==> src/rtl/spi_byte_sequencer_pkg.sv <==
// Shared types and constants for the SPI byte sequencer: FSM states,
// chip-select codes and the command word layout.
package spi_byte_sequencer_pkg;

  typedef enum logic [2:0] {
    ST_IDLE,
    ST_LOAD,
    ST_ISSUE,
    ST_WAIT,
    ST_GAP
  } seq_state_e;

  localparam logic [2:0] CS_SD    = 3'b100;
  localparam logic [2:0] CS_FLASH = 3'b010;
  localparam logic [2:0] CS_LCD   = 3'b001;
  localparam logic [2:0] CS_NONE  = 3'b000;

  // Command word: {cs[2:0], c_d, byte[7:0]}
  localparam int unsigned WR_BYTE_LSB = 0;
  localparam int unsigned WR_CD_BIT   = 8;
  localparam int unsigned WR_CS_LSB   = 9;
  localparam int unsigned WR_WIDTH    = 12;
  localparam int unsigned RD_WIDTH    = 8;

  typedef struct packed {
    logic [2:0] cs;
    logic       c_d;
    logic [7:0] data;
  } cmd_t;

endpackage

==> src/rtl/spi_byte_sequencer_if.sv <==
// Producer/consumer bus of the SPI byte sequencer: command write channel
// and received-byte read channel.
interface spi_byte_sequencer_if;
  import spi_byte_sequencer_pkg::*;

  logic                wr_valid;
  logic                wr_ready;
  logic [WR_WIDTH-1:0] wr_data;
  logic                rd_valid;
  logic                rd_ready;
  logic [RD_WIDTH-1:0] rd_data;

  modport master (
    output wr_valid, wr_data, rd_ready,
    input  wr_ready, rd_valid, rd_data
  );

  modport slave (
    input  wr_valid, wr_data, rd_ready,
    output wr_ready, rd_valid, rd_data
  );

endinterface

==> src/rtl/spi_byte_sequencer_sync_fifo.sv <==
// sync_fifo: first-word-fall-through FIFO with synchronous flush and an
// occupancy output. Pointers carry one extra bit to tell full from empty.
module sync_fifo #(
  parameter int unsigned WIDTH = 8,
  parameter int unsigned DEPTH = 16
) (
  input  logic                     clk,
  input  logic                     rst_n,
  input  logic                     flush,
  input  logic                     push,
  input  logic [WIDTH-1:0]         push_data,
  input  logic                     pop,
  output logic [WIDTH-1:0]         pop_data,
  output logic                     full,
  output logic                     empty,
  output logic [$clog2(DEPTH):0]   level
);

  localparam int unsigned AW = $clog2(DEPTH);
  localparam logic [AW:0] PTR_ONE = {{AW{1'b0}}, 1'b1};

  logic [AW:0]      wr_ptr_q, wr_ptr_d;
  logic [AW:0]      rd_ptr_q, rd_ptr_d;
  logic [WIDTH-1:0] mem_q [DEPTH];
  logic [WIDTH-1:0] mem_d [DEPTH];
  logic             push_ok, pop_ok;

  assign empty    = (wr_ptr_q == rd_ptr_q);
  assign full     = (wr_ptr_q[AW] != rd_ptr_q[AW]) &&
                    (wr_ptr_q[AW-1:0] == rd_ptr_q[AW-1:0]);
  assign level    = wr_ptr_q - rd_ptr_q;
  assign pop_data = mem_q[rd_ptr_q[AW-1:0]];
  assign pop_ok   = pop && !empty;
  // A push into a full FIFO is accepted only when the head leaves in the same cycle.
  assign push_ok  = push && (!full || pop_ok);

  // Next pointer/storage state; flush overrides any push or pop.
  always_comb begin
    mem_d    = mem_q;
    wr_ptr_d = wr_ptr_q;
    rd_ptr_d = rd_ptr_q;
    if (flush) begin
      wr_ptr_d = '0;
      rd_ptr_d = '0;
    end else begin
      if (push_ok) begin
        mem_d[wr_ptr_q[AW-1:0]] = push_data;
        wr_ptr_d = wr_ptr_q + PTR_ONE;
      end
      if (pop_ok) begin
        rd_ptr_d = rd_ptr_q + PTR_ONE;
      end
    end
  end

  // Pointer and storage registers.
  always_ff @(posedge clk or negedge rst_n) begin
    if (!rst_n) begin
      wr_ptr_q <= '0;
      rd_ptr_q <= '0;
      for (int unsigned i = 0; i < DEPTH; i++) begin
        mem_q[i] <= '0;
      end
    end else begin
      wr_ptr_q <= wr_ptr_d;
      rd_ptr_q <= rd_ptr_d;
      for (int unsigned i = 0; i < DEPTH; i++) begin
        mem_q[i] <= mem_d[i];
      end
    end
  end

endmodule

==> src/rtl/spi_byte_sequencer.sv <==
// spi_byte_sequencer: queues tagged command bytes and feeds them one at a
// time to the SPI byte engine via start/done, collecting MISO bytes.
// Build option: define SPI_SEQ_RX_EN to include the receive FIFO, the rd_*
// handshake and rx_overflow; otherwise the block is write-only.
module spi_byte_sequencer
  import spi_byte_sequencer_pkg::*;
#(
  parameter int unsigned TX_DEPTH   = 16,
  parameter int unsigned RX_DEPTH   = 16,
  parameter int unsigned GAP_CYCLES = 4
) (
  input  logic                      Bus2IP_Clk,
  input  logic                      Bus2IP_Resetn,
  spi_byte_sequencer_if.slave       bus,
  input  logic                      flush,
  input  logic                      ovf_clr,
  output logic                      spi_start,
  output logic [7:0]                spi_data_in,
  output logic [2:0]                spi_cs,
  output logic                      spi_c_d,
  input  logic                      spi_done,
  input  logic [7:0]                spi_data_out,
  output logic                      busy,
  output logic [$clog2(TX_DEPTH):0] tx_level,
  output logic                      rx_overflow
);

  localparam logic [7:0] GAP_LAST = (GAP_CYCLES == 0) ? 8'd0 : 8'(GAP_CYCLES - 1);

  cmd_t       tx_head;
  logic       tx_full, tx_empty, tx_push, tx_pop;
  logic       rx_push;

  seq_state_e state_q, state_d;
  logic       start_q, start_d;
  logic [7:0] data_q, data_d;
  logic [2:0] cs_q, cs_d;
  logic       cd_q, cd_d;
  logic [7:0] gap_q, gap_d;
  logic       discard_q, discard_d;

  assign bus.wr_ready = !tx_full;
  assign tx_push      = bus.wr_valid && !tx_full;

  sync_fifo #(
    .WIDTH (WR_WIDTH),
    .DEPTH (TX_DEPTH)
  ) u_tx_fifo (
    .clk       (Bus2IP_Clk),
    .rst_n     (Bus2IP_Resetn),
    .flush     (flush),
    .push      (tx_push),
    .push_data (bus.wr_data),
    .pop       (tx_pop),
    .pop_data  (tx_head),
    .full      (tx_full),
    .empty     (tx_empty),
    .level     (tx_level)
  );

  assign spi_start   = start_q;
  assign spi_data_in = data_q;
  assign spi_cs      = cs_q;
  assign spi_c_d     = cd_q;
  assign busy        = (state_q != ST_IDLE) || !tx_empty;

  // Sequencer next state: load, issue, wait for done, then idle gap.
  // A flush after the start pulse marks the in-flight byte for discard.
  always_comb begin
    state_d   = state_q;
    start_d   = 1'b0;
    data_d    = data_q;
    cs_d      = cs_q;
    cd_d      = cd_q;
    gap_d     = gap_q;
    discard_d = discard_q;
    tx_pop    = 1'b0;
    rx_push   = 1'b0;
    case (state_q)
      ST_IDLE: begin
        if (!tx_empty) state_d = ST_LOAD;
      end
      ST_LOAD: begin
        if (tx_empty || flush) begin
          state_d = ST_IDLE;
          cs_d    = CS_NONE;
        end else begin
          tx_pop  = 1'b1;
          data_d  = tx_head.data;
          cs_d    = tx_head.cs;
          cd_d    = tx_head.c_d;
          start_d = 1'b1;
          state_d = ST_ISSUE;
        end
      end
      ST_ISSUE: begin
        state_d = ST_WAIT;
        if (flush) discard_d = 1'b1;
      end
      ST_WAIT: begin
        if (flush) discard_d = 1'b1;
        if (spi_done) begin
          rx_push   = !discard_q && !flush;
          discard_d = 1'b0;
          if (GAP_CYCLES == 0) begin
            state_d = ST_IDLE;
            if (tx_empty || flush) cs_d = CS_NONE;
          end else begin
            state_d = ST_GAP;
            gap_d   = '0;
          end
        end
      end
      ST_GAP: begin
        if (gap_q == GAP_LAST) begin
          state_d = ST_IDLE;
          if (tx_empty || flush) cs_d = CS_NONE;
        end else begin
          gap_d = gap_q + 8'd1;
        end
      end
      default: begin
        state_d = ST_IDLE;
        cs_d    = CS_NONE;
      end
    endcase
  end

  // Sequencer state and registered engine outputs.
  always_ff @(posedge Bus2IP_Clk or negedge Bus2IP_Resetn) begin
    if (!Bus2IP_Resetn) begin
      state_q   <= ST_IDLE;
      start_q   <= 1'b0;
      data_q    <= '0;
      cs_q      <= CS_NONE;
      cd_q      <= 1'b0;
      gap_q     <= '0;
      discard_q <= 1'b0;
    end else begin
      state_q   <= state_d;
      start_q   <= start_d;
      data_q    <= data_d;
      cs_q      <= cs_d;
      cd_q      <= cd_d;
      gap_q     <= gap_d;
      discard_q <= discard_d;
    end
  end

`ifdef SPI_SEQ_RX_EN
  logic                       rx_full, rx_empty, rx_pop;
  logic                       ovf_q, ovf_d;
  logic [$clog2(RX_DEPTH):0]  rx_level_unused;

  assign bus.rd_valid = !rx_empty;
  assign rx_pop       = !rx_empty && bus.rd_ready;
  assign rx_overflow  = ovf_q;

  sync_fifo #(
    .WIDTH (RD_WIDTH),
    .DEPTH (RX_DEPTH)
  ) u_rx_fifo (
    .clk       (Bus2IP_Clk),
    .rst_n     (Bus2IP_Resetn),
    .flush     (flush),
    .push      (rx_push),
    .push_data (spi_data_out),
    .pop       (rx_pop),
    .pop_data  (bus.rd_data),
    .full      (rx_full),
    .empty     (rx_empty),
    .level     (rx_level_unused)
  );

  // Sticky overflow: a dropped byte sets it, and setting beats clearing.
  always_comb begin
    ovf_d = ovf_q;
    if (ovf_clr) ovf_d = 1'b0;
    if (rx_push && rx_full && !rx_pop) ovf_d = 1'b1;
  end

  // Overflow flag register.
  always_ff @(posedge Bus2IP_Clk or negedge Bus2IP_Resetn) begin
    if (!Bus2IP_Resetn) ovf_q <= 1'b0;
    else                ovf_q <= ovf_d;
  end
`else
  logic unused_rx;

  assign bus.rd_valid = 1'b0;
  assign bus.rd_data  = '0;
  assign rx_overflow  = 1'b0;
  assign unused_rx    = ^{spi_data_out, ovf_clr, bus.rd_ready, rx_push};
`endif

endmodule
==> src/flat_wrapper.sv <==
// flat-port wrapper written by rule: the top's interface ports become plain ports
module spi_byte_sequencer_flat import spi_byte_sequencer_pkg::*;
#(
  parameter int unsigned TX_DEPTH   = 16,
  parameter int unsigned RX_DEPTH   = 16,
  parameter int unsigned GAP_CYCLES = 4
)
  (Bus2IP_Clk, Bus2IP_Resetn, flush, ovf_clr, spi_start, spi_data_in, spi_cs, spi_c_d, spi_done, spi_data_out, busy, tx_level, rx_overflow, bus_wr_valid, bus_wr_data, bus_rd_ready, bus_wr_ready, bus_rd_valid, bus_rd_data);
  spi_byte_sequencer_if bus_i ();
  input  logic Bus2IP_Clk;
  input  logic Bus2IP_Resetn;
  input  logic flush;
  input  logic ovf_clr;
  output logic spi_start;
  output logic [7:0] spi_data_in;
  output logic [2:0] spi_cs;
  output logic spi_c_d;
  input  logic spi_done;
  input  logic [7:0] spi_data_out;
  output logic busy;
  output logic [$clog2(TX_DEPTH):0] tx_level;
  output logic rx_overflow;
  input wire logic [$bits(bus_i.wr_valid)-1:0] bus_wr_valid;
  input wire logic [$bits(bus_i.wr_data)-1:0] bus_wr_data;
  input wire logic [$bits(bus_i.rd_ready)-1:0] bus_rd_ready;
  output wire logic [$bits(bus_i.wr_ready)-1:0] bus_wr_ready;
  output wire logic [$bits(bus_i.rd_valid)-1:0] bus_rd_valid;
  output wire logic [$bits(bus_i.rd_data)-1:0] bus_rd_data;
  assign bus_i.wr_valid = bus_wr_valid;
  assign bus_i.wr_data = bus_wr_data;
  assign bus_i.rd_ready = bus_rd_ready;
  assign bus_wr_ready = bus_i.wr_ready;
  assign bus_rd_valid = bus_i.rd_valid;
  assign bus_rd_data = bus_i.rd_data;
  spi_byte_sequencer #(.TX_DEPTH(TX_DEPTH), .RX_DEPTH(RX_DEPTH), .GAP_CYCLES(GAP_CYCLES)) u_core (.Bus2IP_Clk(Bus2IP_Clk), .Bus2IP_Resetn(Bus2IP_Resetn), .bus(bus_i), .flush(flush), .ovf_clr(ovf_clr), .spi_start(spi_start), .spi_data_in(spi_data_in), .spi_cs(spi_cs), .spi_c_d(spi_c_d), .spi_done(spi_done), .spi_data_out(spi_data_out), .busy(busy), .tx_level(tx_level), .rx_overflow(rx_overflow));
endmodule
==> config.mk <==
export PLATFORM = sky130hd
export DESIGN_NAME = spi_byte_sequencer_flat
export DESIGN_NICKNAME = d
export VERILOG_FILES = /design/src/rtl/spi_byte_sequencer_pkg.sv /design/src/rtl/spi_byte_sequencer_if.sv /design/src/rtl/spi_byte_sequencer_sync_fifo.sv /design/src/rtl/spi_byte_sequencer.sv /design/src/flat_wrapper.sv
export SDC_FILE = /design/constraint.sdc
export NUM_CORES = 1
export LEC_CHECK = 0
export BUFFER_PORTS_ARGS = -buffer_cell sky130_fd_sc_hd__buf_4
export CORE_UTILIZATION = 50
export CTS_CLUSTER_SIZE = 28
export DETAILED_ROUTE_END_ITERATION = 10
export PLACE_DENSITY_LB_ADDON = 0.15
export SETUP_SLACK_MARGIN = 0.05
export SYNTH_ARGS = -nofsm -noshare
export SYNTH_HDL_FRONTEND = slang
export SYNTH_SLANG_ARGS = --single-unit
==> constraint.sdc <==
create_clock -name Bus2IP_Clk -period 3.1 [get_ports Bus2IP_Clk]
set_input_delay 0 -clock Bus2IP_Clk [delete_from_list [all_inputs] [get_ports Bus2IP_Clk]]
set_output_delay 0 -clock Bus2IP_Clk [all_outputs]
set_load 0.005 [all_outputs]
After elaboration in Yosys (flattened, before gate mapping)

Index checks and enable logic that the tools add are counted.

Add/subtract/negate cells: 4
Muxes and demuxes: 24
Equal/unequal tests: 13
Bitwise operators: 5
Reductions and logical operators: 21
Magnitude comparators: 3

Operators by type and width:

| cell                                                        | count |
|---|---|
| bitwise mux 192 bit                                         | 1 |
| binary-select mux 12 bit (select 4 bit)                     | 1 |
| demux 12 bit (select 4 bit)                                 | 1 |
| two-way mux 12 bit                                          | 3 |
| two-way mux 5 bit                                           | 4 |
| two-way mux 3 bit                                           | 6 |
| two-way mux 8 bit                                           | 2 |
| case mux 8 bit (2 select lines)                             | 1 |
| case mux 3 bit (5 select lines)                             | 1 |
| adder 5 x 1 -> 5 bit (second input constant)                | 2 |
| >= comparator 5 bit (second input constant)                 | 2 |
| NOT 4 -> 5 bit                                              | 2 |
| case mux 3 bit (3 select lines)                             | 1 |
| AND reduction 3 bit                                         | 3 |
| adder 8 x 1 -> 8 bit (second input constant)                | 1 |
| equality test 8 x 2 -> 1 bit (second input constant)        | 1 |
| equality test 3 x 2 -> 1 bit (second input constant)        | 2 |
| inequality test 2 bit (second input constant)               | 3 |
| nonzero test 2 bit                                          | 3 |
| equality test 5 bit                                         | 1 |
| logical AND 1 bit                                           | 5 |
| less-than comparator 5 x 1 -> 1 bit (second input constant) | 1 |
| subtractor 5 bit                                            | 1 |
| equality test 4 bit                                         | 1 |
| 13 further kinds                                            | 21 |

Logic and storage cells: 94
Bits in registers: 226

Depth between registers and ports, before layout

Gate-level depths: netlist (run 1).

Depth in word-level cells: 9
Mapped depth: 11
Mapped depth without buffers: 7

By module

From an unflattened synthesis (run 1), not the netlist that was laid out.

Cells, all modules: 752
Area, all modules: 10789.1 um^2

By module, submodules not included:

| module             | area each (um^2) | times used | cells each |
|---|---|---|---|
| sync_fifo          | 9551.7           | 1          | 642 |
| spi_byte_sequencer | 1237.4           | 1          | 110 |

Worst setup path before layout (run 1)

No wires, ideal clock.

Path type: register to register
Start point: register u_core.u_tx_fifo.rd_ptr_q[3]
End point: register u_core.u_tx_fifo.mem_q[49] (netlist name)
Buffers on the path: 5
Period minus slack after synthesis: 2.719 ns
Cell stages (with the launch flop): 12
Data arrival time: 2.594 ns
Slack: 0.381 ns
Data required time: 2.975 ns
Cells stage by stage: dfrtp_1 buf_2 buf_2 buf_1 inv_1 ha_1 nand4_2 o211a_4 buf_12 nand3_4 buf_6 mux2_4

Longest elaborated chain between the ends: 8
Elaborated cells between the ends (all ways): 13
Those cells by class: 2 x eq/ne; 2 x mux; 9 x reduce/logical

RTL lines:

| element                         | RTL line                           | source |
|---|---|---|
| start, declared                 | spi_byte_sequencer_sync_fifo.sv:23 | `logic [AW:0] rd_ptr_q, rd_ptr_d;` |
| start signal, assigned          | spi_byte_sequencer_sync_fifo.sv:66 | `rd_ptr_q <= rd_ptr_d;` |
| equality test 5 bit             | spi_byte_sequencer_sync_fifo.sv:28 | `assign empty = (wr_ptr_q == rd_ptr_q);` |
| logical OR 1 bit                | spi_byte_sequencer.sv:84           | `if (tx_empty \|\| flush) begin` |
| two-way mux 1 bit               | spi_byte_sequencer.sv:84           |  |
| two-way mux 1 bit               | spi_byte_sequencer.sv:79           | `case (state_q)` |
| logical AND 1 bit               | spi_byte_sequencer_sync_fifo.sv:33 | `assign pop_ok = pop && !empty;` |
| logical OR 1 bit                | spi_byte_sequencer_sync_fifo.sv:35 | `assign push_ok = push && (!full \|\| pop_ok);` |
| logical AND 1 bit *             | spi_byte_sequencer_sync_fifo.sv:35 |  |
| AND reduction 2 bit (no line) * | n/a                                |  |
| end signal, assigned by index   | spi_byte_sequencer_sync_fifo.sv:68 | `mem_q[i] <= mem_d[i];` |
| end, declared                   | spi_byte_sequencer_sync_fifo.sv:24 | `logic [WIDTH-1:0] mem_q [DEPTH];` |

Mark *: on every way between the ends. The rest lies on a longest branch, timed or not.
A chain may end at the register's enable or synchronous reset.

Worst setup path after layout (run 1)

Start point: register u_core.u_tx_fifo.rd_ptr_q[2]
End point: register u_core.u_tx_fifo.mem_q[117] (netlist name)

Same word-level chain as after synthesis.

==> flow_summary.ini, run 1 <==
[worst_setup_path]
critical_path_class = register to register
crit_chain = inv_1 -> ha_1 -> nand4_2 -> o211a_4 -> nand4b_1 -> buf_4 -> mux2_2
arrival_ns = 3.09
cp-start-kind = register
worst-path-max-fanout = 16
critPathSlowestCell = dfrtp_1
endpoint_kind = register
path_depth = 7
crit_family = flip-flops
cp.required_ns = 3.49
r2r_cells = 7
path_buf_inv = 2
slowest_delay_ns = 0.46

[cells_and_area]
area_growth_pct = 12.2
n_fill_cell = 1698
multi_input_area_sq_um = 5030
drive_above_1_share_pct = 45.5
fin_util_pct = 57.1
postLayoutCellArea_sq_um = 12500
n_antenna_cell = 0
regArea_sq_um = 5660
layout.nets = 796

[routing]
firstDrtPassIters = 4
post_drt_wl_per_cell_um = 23.1
via_per_inst = 5.87
drc = 0
vias = 6201
drtAntennaViolNets = 0
drt_iter0_drc = 341
totalWireLength_um = 24400

[sta]
setup_tns_ns = 0
relSlewSlack_pct = 43.9
skew_ns = 0.00778
setup_viol = 0
hold_viol = 0
fmax_ghz = 0.371
hold_ws_ns = 0.131
timing.final.crit_share_pct = 87.0
rsz0062_at_grt = false
worst_pin_slew_ns = 0.842
fin_crit_ns = 2.70
maxSlewViolCount = 0

[yosys]
synthArstFlopShare_pct = 100
synth.most_common_cell = dfrtp_1
synth_seq_cells = 226
synthCells = 717
ys_top_cells_by_area = dfrtp_1 51%, mux2_4 14%, mux2_2 11%, mux4_2 9.7%, nand3_4 1.6%
yosys-top-cells-count = 226 x dfrtp_1, 104 x mux2_2, 100 x mux2_4, 48 x mux4_2, 23 x o22ai_1
syn_area_sq_um = 11100
synth_top_area_share_pct = 50.9
synth_top_area_cell = dfrtp_1
ys_seq_area_share_pct = 50.9
ys_warn_count = 0
synth_flop_cell = dfrtp_1
synth_edf_count = 0
yosysUniqueCellTypes = 49
syn_avg_cell_area_sq_um = 15.5

[die]
core_area_sq_um = 21800
die_w_um = 151
placementRows = 54
die_area_sq_um = 22800
dieHeight_um = 151
start_util_pct = 50.9
io_pins = 57

[cts]
tritoncts = yes
post-cts-setup-buffers = 0
clock_sinks = 226
cts_buffer_depth = 3
cts_buffers = 25
worstSkewPairLatency_ns = 0.51
holdBufCountCts = 16
cts_resized = 0
root_buffer = clkbuf_16
clkTransAtPathRegs_ns = 0.06
cts_max_level = 1

[grt]
grt_pass1_vias = 6689
antenna_found_initial = 0
grt_first_pass_wirelength_um = 39200
grt_start_max_net_pins = 105
gr-total-overflow = 0
grt_usage_pct = 22.8

[pwr]
p_leak_nw = 6.04
powerDensity_nw_per_um2 = 646
ir_worst_vdd_mv = 0.453

[placement]
port_buffers = 36
dp_hpwl_um = 14800
placed_area_sq_um = 11500
place_congestion = 0.778

[job]
drv_cap = 0

[run_status]
outcome = finished, final reports clean

[worst_hold_path]
hp-class = input pin to async pin
[cells in the final DEF (no fill, tap or decap), drive strengths merged, types with 3 or more instances in the layout]
master / Yosys / final
ha: 10 / 10
o22ai: 23 / 23
nand4b: 5 / 5
nand2: 15 / 15
clkbuf: 21 / 39
mux2i: 10 / 10
dlygate4sd3: 0 / 16
mux4: 48 / 48
o21ai: 6 / 6
buf: 42 / 52
o2bb2ai: 4 / 4
xnor2: 5 / 5
nand2b: 3 / 3
nor2: 9 / 9
a21o: 4 / 4
inv: 14 / 16
conb: 1 / 10
o211ai: 5 / 5
nand4: 4 / 4
a21oi: 16 / 16
dfrtp: 226 / 226
mux2: 204 / 204
xor2: 4 / 4
nand3: 16 / 16
and3: 3 / 3
[worst register-to-register path: cells and delay by family (launching register included)]
kind            cells  cell delay (ns)
simple gates        2             0.46
fa+ha+maj           1             0.39
mux                 1             0.38
compound gates      1             0.45
buf+inv             2             0.44
flops               1             0.46
[area by class of cell]
type / count / area share (%)
Clock inverter: 6 / 0.723
Timing Repair Buffer: 68 / 4.78
Inverter: 14 / 0.421
Multi-Input combinational cell: 423 / 40.4
Clock buffer: 39 / 5.52
Tap cell: 280 / 2.81
Sequential cell: 226 / 45.4
[cell families (layout without fill, tap and decap cells)]
logic type                 Yosys count  after routing  synth area share, %
muxes                              262            262                 34.7
xor gates and xnor gates             9              9                0.777
buffers and inverters               77            127                 4.18
and+or+nand+nor                     64             64                 4.24
adders and majority gates           11             11                 1.31
AOI/OAI and AO/OA                   67             67                 3.93
other                                1             10               0.0337
DFF                                226            226                 50.9
[where the power goes]
part           switching (mW)  internal [mW]
clock network            1.15           1.69
registers               0.265           3.31
logic                   0.729          0.900
total                    2.15           5.91
[sequential cells by signal, summed over array words and instances, names as in the netlist]
name and count:
u_core.u_tx_fifo.mem_q 192, u_core.gap_q 8, u_core.spi_data_in 8, u_core.u_tx_fifo.rd_ptr_q 5
u_core.u_tx_fifo.wr_ptr_q 5, u_core.spi_cs 3, u_core.state_q 3, u_core.spi_c_d 1
u_core.spi_start 1
[layer usage]
metal / up-vias / part of all wire [%] / wire length (um) / global-route usage [%]
li1: 2733 / - / - / -
met1: 3320 / 44 / 10800 / 32.3
met2: 117 / 51 / 12400 / 37.8
met3: 31 / 3.6 / 883 / 2.86
met4: 0 / 1.4 / 335 / 4.80
met5: - / 0 / 0 / 0
[stage by stage]
stage	total power, mW	setup WS [ns]	instances
global route	8.47	0.260	1056
floorplan	4.69	0.381	726
finish	8.05	0.402	1056
detailed placement	5.25	0.388	995
global placement	5.17	0.544	995
CTS	8.14	0.383	1056
[final timing paths]
| path | from | end | slack (ns) |
|---|---|---|---|
| hold / removal | Bus2IP_Resetn | u_core.gap_q[2]$_DFFE_PN0P_ | 0.13 |
| setup reg to reg | u_core.u_tx_fifo.rd_ptr_q[2]$_DFFE_PN0P_ | u_core.u_tx_fifo.mem_q[117]$_DFFE_PN0P_ | 0.40 |
| min in group Bus2IP_Clk | flush | u_core.u_tx_fifo.rd_ptr_q[1]$_DFFE_PN0P_ | 0.29 |
| hold reg to reg | u_core.u_tx_fifo.mem_q[148]$_DFFE_PN0P_ | u_core.u_tx_fifo.mem_q[148]$_DFFE_PN0P_ | 0.50 |
| setup / recovery | u_core.u_tx_fifo.rd_ptr_q[2]$_DFFE_PN0P_ | u_core.u_tx_fifo.mem_q[117]$_DFFE_PN0P_ | 0.40 |
| max in group asynchronous | Bus2IP_Resetn | u_core.u_tx_fifo.mem_q[127]$_DFFE_PN0P_ | 2.12 |
Power figures use the tool's default switching activity.
==> run 2, diff against run 1 <==
==> constraint.sdc (replaced) <==
create_clock -name Bus2IP_Clk -period 3.1 [get_ports Bus2IP_Clk]
set_input_delay 0.465 -clock Bus2IP_Clk [delete_from_list [all_inputs] [get_ports Bus2IP_Clk]]
set_output_delay 0.465 -clock Bus2IP_Clk [all_outputs]
set_load 0.005 [all_outputs]
==> run 2 against run 1 <==
  * The run now ends with hold timing left
  * Register-to-register slack better by 0.06 ns
  * Combinational power down 2%
  * Die area unchanged
  * Via count down 1.5%
  * Power up 0.27%
  * Worst hold slack worse by 0.16 ns
  * Utilization down 0.58 points
  * Sequential power about the same
  * Clock power up 2%
  * Non-clock buffer count down 16
  * Cell count down 1.5%
  * Critical path type is now register to output pin
  * Largest cell class unchanged
==> flow_summary.ini, run 2 (synthesis results as in run 1) <==
[run_status]
outcome = complete, but fails checks
violations = hold timing

[die]
die_w_um = 151
placementRows = 54
core_area_sq_um = 21800
die_area_sq_um = 22800
dieHeight_um = 151
io_pins = 57
start_util_pct = 50.9

[cts]
tritoncts = yes
cts_buffer_depth = 3
cts_resized = 0
cts_max_level = 1
clock_sinks = 226
holdBufCountCts = 0
clkTransAtPathRegs_ns = 0.06
cts_buffers = 26
post-cts-setup-buffers = 0
root_buffer = clkbuf_16
worstSkewPairLatency_ns = 0.51

[cells_and_area]
layout.nets = 781
final_cell_mix = 224 x dfrtp_1, 104 x mux2_2, 100 x mux2_4
n_fill_cell = 1740
top_register = u_core.u_tx_fifo.mem_q
area_growth_pct = 11.0
fin_util_pct = 56.6
final_common_cell = dfrtp_1
largest_reg_flops = 192
drive_above_1_share_pct = 47.0
n_antenna_cell = 0

[routing]
firstDrtPassIters = 4
totalWireLength_um = 24100
post_drt_wl_per_cell_um = 23.2
drtAntennaViolNets = 0
drt_iter0_drc = 384
via_per_inst = 5.87
drc = 0
vias = 6105

[grt]
grt_first_pass_wirelength_um = 38400
grt_start_max_net_pins = 96
gr-total-overflow = 0
grt_pass1_vias = 6507
antenna_found_initial = 1
grt_usage_pct = 22.5

[worst_setup_path]
cp.required_ns = 2.63
cp-startpoint = u_core.u_tx_fifo.rd_ptr_q[2]$_DFFE_PN0P_
endpoint_kind = output pin
crit_end = busy
r2r_start = u_core.u_tx_fifo.rd_ptr_q[2]$_DFFE_PN0P_
timing.rr.end = u_core.u_tx_fifo.mem_q[116]$_DFFE_PN0P_
critPathSlowestCell = dfrtp_1
slowest_delay_ns = 0.43
worst-path-max-fanout = 9
crit_chain = inv_1 -> ha_1 -> nand4_2 -> nor2_1 -> nand2_1 -> buf_4
arrival_ns = 2.25
r2r_cells = 7
rrSetupSlack_ns = 0.46
cp-start-kind = register
critical_path_class = register to output pin

[sta]
worst_slack_ns = 0.388
hold_ws_ns = -0.0298
relSlewSlack_pct = 44.2
skew_ns = 0.0109
setup_viol = 0
fin_crit_ns = 2.71
rsz0062_at_grt = false
hold_viol = 9
worst_pin_slew_ns = 0.837
maxSlewViolCount = 0
fmax_ghz = 0.369
setup_tns_ns = 0
timing.final.crit_share_pct = 87.5

[pwr]
powerDensity_nw_per_um2 = 654
p_leak_nw = 6.00
ir_worst_vdd_mv = 0.347
totalPowerFinal_mw = 8.07

[placement]
place_congestion = 0.761
port_buffers = 36
dp_hpwl_um = 14600
pre_cts_slack_ns = 0.452

[job]
drv_cap = 0

[worst_hold_path]
hp-class = input pin to async pin
## run 2: cell types whose count changed in the layout (fill, tap and decap cells not counted), sizes merged
cell | previous run | this run
dlygate4sd3 | 16 | 0
inv | 16 | 15
clkinv | 1 | 3
bufinv | 2 | 1
## run 2: area by class of cell
type / count / area (sq um) / share of cell area (%)
well taps: 280 / 350 / 2.84
clock buffers: 39 / 751 / 6.08
inverters: 14 / 52.6 / 0.426
multi-input cells: 423 / 5030 / 40.8
flip-flops and latches: 226 / 5660 / 45.9
clock inverters: 6 / 61.3 / 0.497
repair buffers: 52 / 435 / 3.53
## run 2: metrics by stage
stage	cell area (sq um)	cells
4_1_cts	12300	1040
6_report	12300	1040
3_3_place_gp	11500	995
3_5_place_dp	11500	995
5_1_grt	12300	1040
2_1_floorplan	11200	726
## run 2: layer usage
layer	GRT usage [%]	share of wire, %	up-vias
met5	0	0.046	-
met4	4.95	1.6	2
li1	-	-	2705
met1	31.4	44	3231
met3	3.28	4.6	38
met2	37.5	50	129
## run 2: critical path, delay by kind of cell (launching register included)
kind,cells,cell delay (ns)
adder cells (fa/ha/maj),1,0.39
buffers and inverters,2,0.29
flip-flops,1,0.43
AND/OR/NAND/NOR,3,0.61
## run 2: report_power, final
| group | leakage [nW] | internal (mW) | switching, mW | total [mW] |
|---|---|---|---|---|
| clock network | 0.395 | 1.75 | 1.16 | 2.90 |
| registers | 3.05 | 3.31 | 0.266 | 3.58 |
| logic | 2.56 | 0.884 | 0.705 | 1.59 |
| total | 6.00 | 5.94 | 2.13 | 8.07 |
## run 2: how the worst min path moves through the flow
stage | end | cells past startpoint
2_1_floorplan | u_core.gap_q[0]$_DFFE_PN0P_ | 0
3_3_place_gp | u_core.u_tx_fifo.mem_q[146]$_DFFE_PN0P_ | 1
3_5_place_dp | u_core.u_tx_fifo.mem_q[90]$_DFFE_PN0P_ | 1
4_1_cts | u_core.gap_q[0]$_DFFE_PN0P_ | 1
5_1_grt | u_core.gap_q[0]$_DFFE_PN0P_ | 1
6_report | u_core.gap_q[0]$_DFFE_PN0P_ | 1
==> run 3, diff against run 2 <==
- SYNTH_HIERARCHICAL: not set -> 1
==> run 3 against run 2 <==
  * The run still ends with hold timing left
  * Flip-flop and latch count unchanged
  * Global-route usage increased by 1.4 points
  * Worst hold slack improved by 0.020 ns
  * Worst setup slack got worse by 0.14 ns
  * Critical path type is now register to register
  * Critical endpoint is now u_core/u_tx_fifo/mem_q[148]$_DFFE_PN0P_
==> flow_summary.ini, run 3 <==
[run_status]
outcome = complete, but fails checks
violations = hold timing

[pwr]
ir_worst_vdd_mv = 0.365
powerDensity_nw_per_um2 = 605
p_leak_nw = 5.65

[cts]
cts_buffers = 25
holdBufCountCts = 0
clock_sinks = 226
clkTransAtPathRegs_ns = 0.06
cts_max_level = 1
root_buffer = clkbuf_16
tritoncts = yes
worstSkewPairLatency_ns = 0.51
cts_buffer_depth = 3

[yosys]
ys_seq_area_share_pct = 52.4
syn_avg_cell_area_sq_um = 14.3
synth.most_common_cell = dfrtp_1
synth_top_area_share_pct = 52.4
synth_flop_cell = dfrtp_1
synthCells = 752
yosys-top-cells-count = 226 x dfrtp_1, 195 x mux2_2, 42 x mux2i_1, 36 x mux4_2, 29 x o21ai_0
syn_area_sq_um = 10800
yosysUniqueCellTypes = 52
synthArstFlopShare_pct = 100
ys_warn_count = 6
synth_edf_count = 0
ys_top_cells_by_area = dfrtp_1 52%, mux2_2 20%, mux4_2 7.5%, mux2i_1 3.9%, o21ai_0 1.3%
synth_top_area_cell = dfrtp_1
synth_seq_cells = 226

[cells_and_area]
fin_util_pct = 58.9
drive_above_1_share_pct = 46.4
postLayoutCellArea_sq_um = 12400
largest_reg_flops = 192
final_cell_mix = 225 x dfrtp_1, 194 x mux2_2, 75 x buf_4
layout.nets = 844
top_register = u_core/u_tx_fifo/mem_q
final_common_cell = dfrtp_1
area_growth_pct = 15.2
n_antenna_cell = 0
n_fill_cell = 1665

[worst_setup_path]
r2r_start = u_core/u_tx_fifo/wr_ptr_q[0]$_DFFE_PN0P_
critPathSlowestCell = dfrtp_1
r2r_cells = 11
path_buf_inv = 3
timing.rr.end = u_core/u_tx_fifo/mem_q[148]$_DFFE_PN0P_
crit_chain = inv_1 -> ha_1 -> nand4_1 -> buf_4 -> nor2_1 -> nor2b_1 -> nor2b_4 -> nand2_2 -> nor4_4 -> buf_6 -> mux2_2
cp.required_ns = 3.49
cp-start-kind = register
rrSetupSlack_ns = 0.25
worst-path-max-fanout = 12
crit_family = simple AND/OR/NAND/NOR gates
slowest_delay_ns = 0.40
arrival_ns = 3.24
critical_path_class = register to register
endpoint_kind = register

[grt]
grt_start_max_net_pins = 95
antenna_found_initial = 0
gr-total-overflow = 0
grt_first_pass_wirelength_um = 40300
grt_pass1_vias = 6957
grt_usage_pct = 23.9

[routing]
post_drt_wl_per_cell_um = 22.7
vias = 6521
firstDrtPassIters = 4
drtAntennaViolNets = 0
via_per_inst = 5.93
drc = 0
totalWireLength_um = 24900
drt_iter0_drc = 320

[die]
die_w_um = 149
start_util_pct = 51.2
die_area_sq_um = 22200
placementRows = 53
dieHeight_um = 149
core_area_sq_um = 21100
io_pins = 57

[sta]
fmax_ghz = 0.350
hold_viol = 15
timing.final.crit_share_pct = 92.0
worst_pin_slew_ns = 0.763
worst_slack_ns = 0.247
setup_tns_ns = 0
maxSlewViolCount = 0
skew_ns = 0.0123
setup_viol = 0
hold_ws_ns = -0.00938
fin_crit_ns = 2.85
relSlewSlack_pct = 49.1
rsz0062_at_grt = true

[placement]
port_buffers = 36
placed_area_sq_um = 11500
dp_hpwl_um = 15800
place_congestion = 0.855
pre_cts_slack_ns = 0.0512

[worst_hold_path]
hp-class = input pin to async pin

[job]
drv_cap = 0
## run 3: cell types whose count changed in the layout (fill, tap and decap cells not counted), sizes merged, moves of 5 or more
cell,before,now
mux2i,10,42
nand3,16,6
a221oi,0,12
a21oi,16,6
nor2b,0,5
mux4,48,36
nor4,0,5
o22ai,23,0
o21ai,6,29
buf,52,83
nor3,2,16
## run 3: what timing repair did
action	in CTS	in global routing
setup buffers	1	0
resized for setup	1	11
endpoints found under the setup margin	21	195
pin swaps	1	0
## run 3: power by group
part	leakage [nW]	total, mW	internal [mW]	switching (mW)
sequential	3.06	3.52	3.29	0.234
combinational	2.18	1.04	0.577	0.463
clock	0.408	2.95	1.81	1.15
total	5.65	7.52	5.67	1.84
## run 3: cell type report
class | instances | area [sq um] | share of cell area, %
Inverter | 12 | 45.0 | 0.362
Sequential cell | 226 | 5660 | 45.5
Tap cell | 275 | 344 | 2.77
Timing Repair Buffer | 83 | 674 | 5.43
Clock inverter | 10 | 129 | 1.04
Clock buffer | 35 | 693 | 5.58
Multi-Input combinational cell | 458 | 4880 | 39.3
## run 3: cell families (layout without fill, tap and decap cells)
group,count (synthesis),after routing,synth area share [%]
flops,226,226,52.4
mux,281,281,32.6
buf+inv,77,140,4.19
compound gates,66,66,3.98
simple gates,79,79,4.48
fa+ha+maj,11,11,1.35
xor+xnor,11,11,0.963
other cells,1,10,0.0348
## run 3: per-layer routing
metal,vias up,part of all wire (%),track usage (%)
li1,2865,-,-
met1,3464,45,33.9
met2,159,49,39.0
met3,33,5.2,3.73
met4,0,1.5,5.20
met5,-,0,0
## run 3: per-stage QoR
step	total power, mW	cells
floorplan	4.21	761
global placement	4.55	1053
detailed placement	4.62	1053
CTS	7.60	1099
global route	7.88	1099
finish	7.52	1099
## run 3: how the worst max path moves through the flow
stage                                                   from                                 endpoint  slack, ns  depth (start not counted)
floorplan           u_core/u_tx_fifo/rd_ptr_q[1]$_DFFE_PN0P_   u_core/u_tx_fifo/mem_q[10]$_DFFE_PN0P_       0.06                         13
global placement    u_core/u_tx_fifo/wr_ptr_q[0]$_DFFE_PN0P_  u_core/u_tx_fifo/mem_q[149]$_DFFE_PN0P_       0.13                         11
detailed placement  u_core/u_tx_fifo/wr_ptr_q[0]$_DFFE_PN0P_  u_core/u_tx_fifo/mem_q[151]$_DFFE_PN0P_       0.05                         10
CTS                 u_core/u_tx_fifo/wr_ptr_q[0]$_DFFE_PN0P_   u_core/u_tx_fifo/mem_q[37]$_DFFE_PN0P_       0.04                         11
global route        u_core/u_tx_fifo/wr_ptr_q[0]$_DFFE_PN0P_  u_core/u_tx_fifo/mem_q[147]$_DFFE_PN0P_       0.04                         11
finish              u_core/u_tx_fifo/wr_ptr_q[0]$_DFFE_PN0P_  u_core/u_tx_fifo/mem_q[148]$_DFFE_PN0P_       0.25                         11
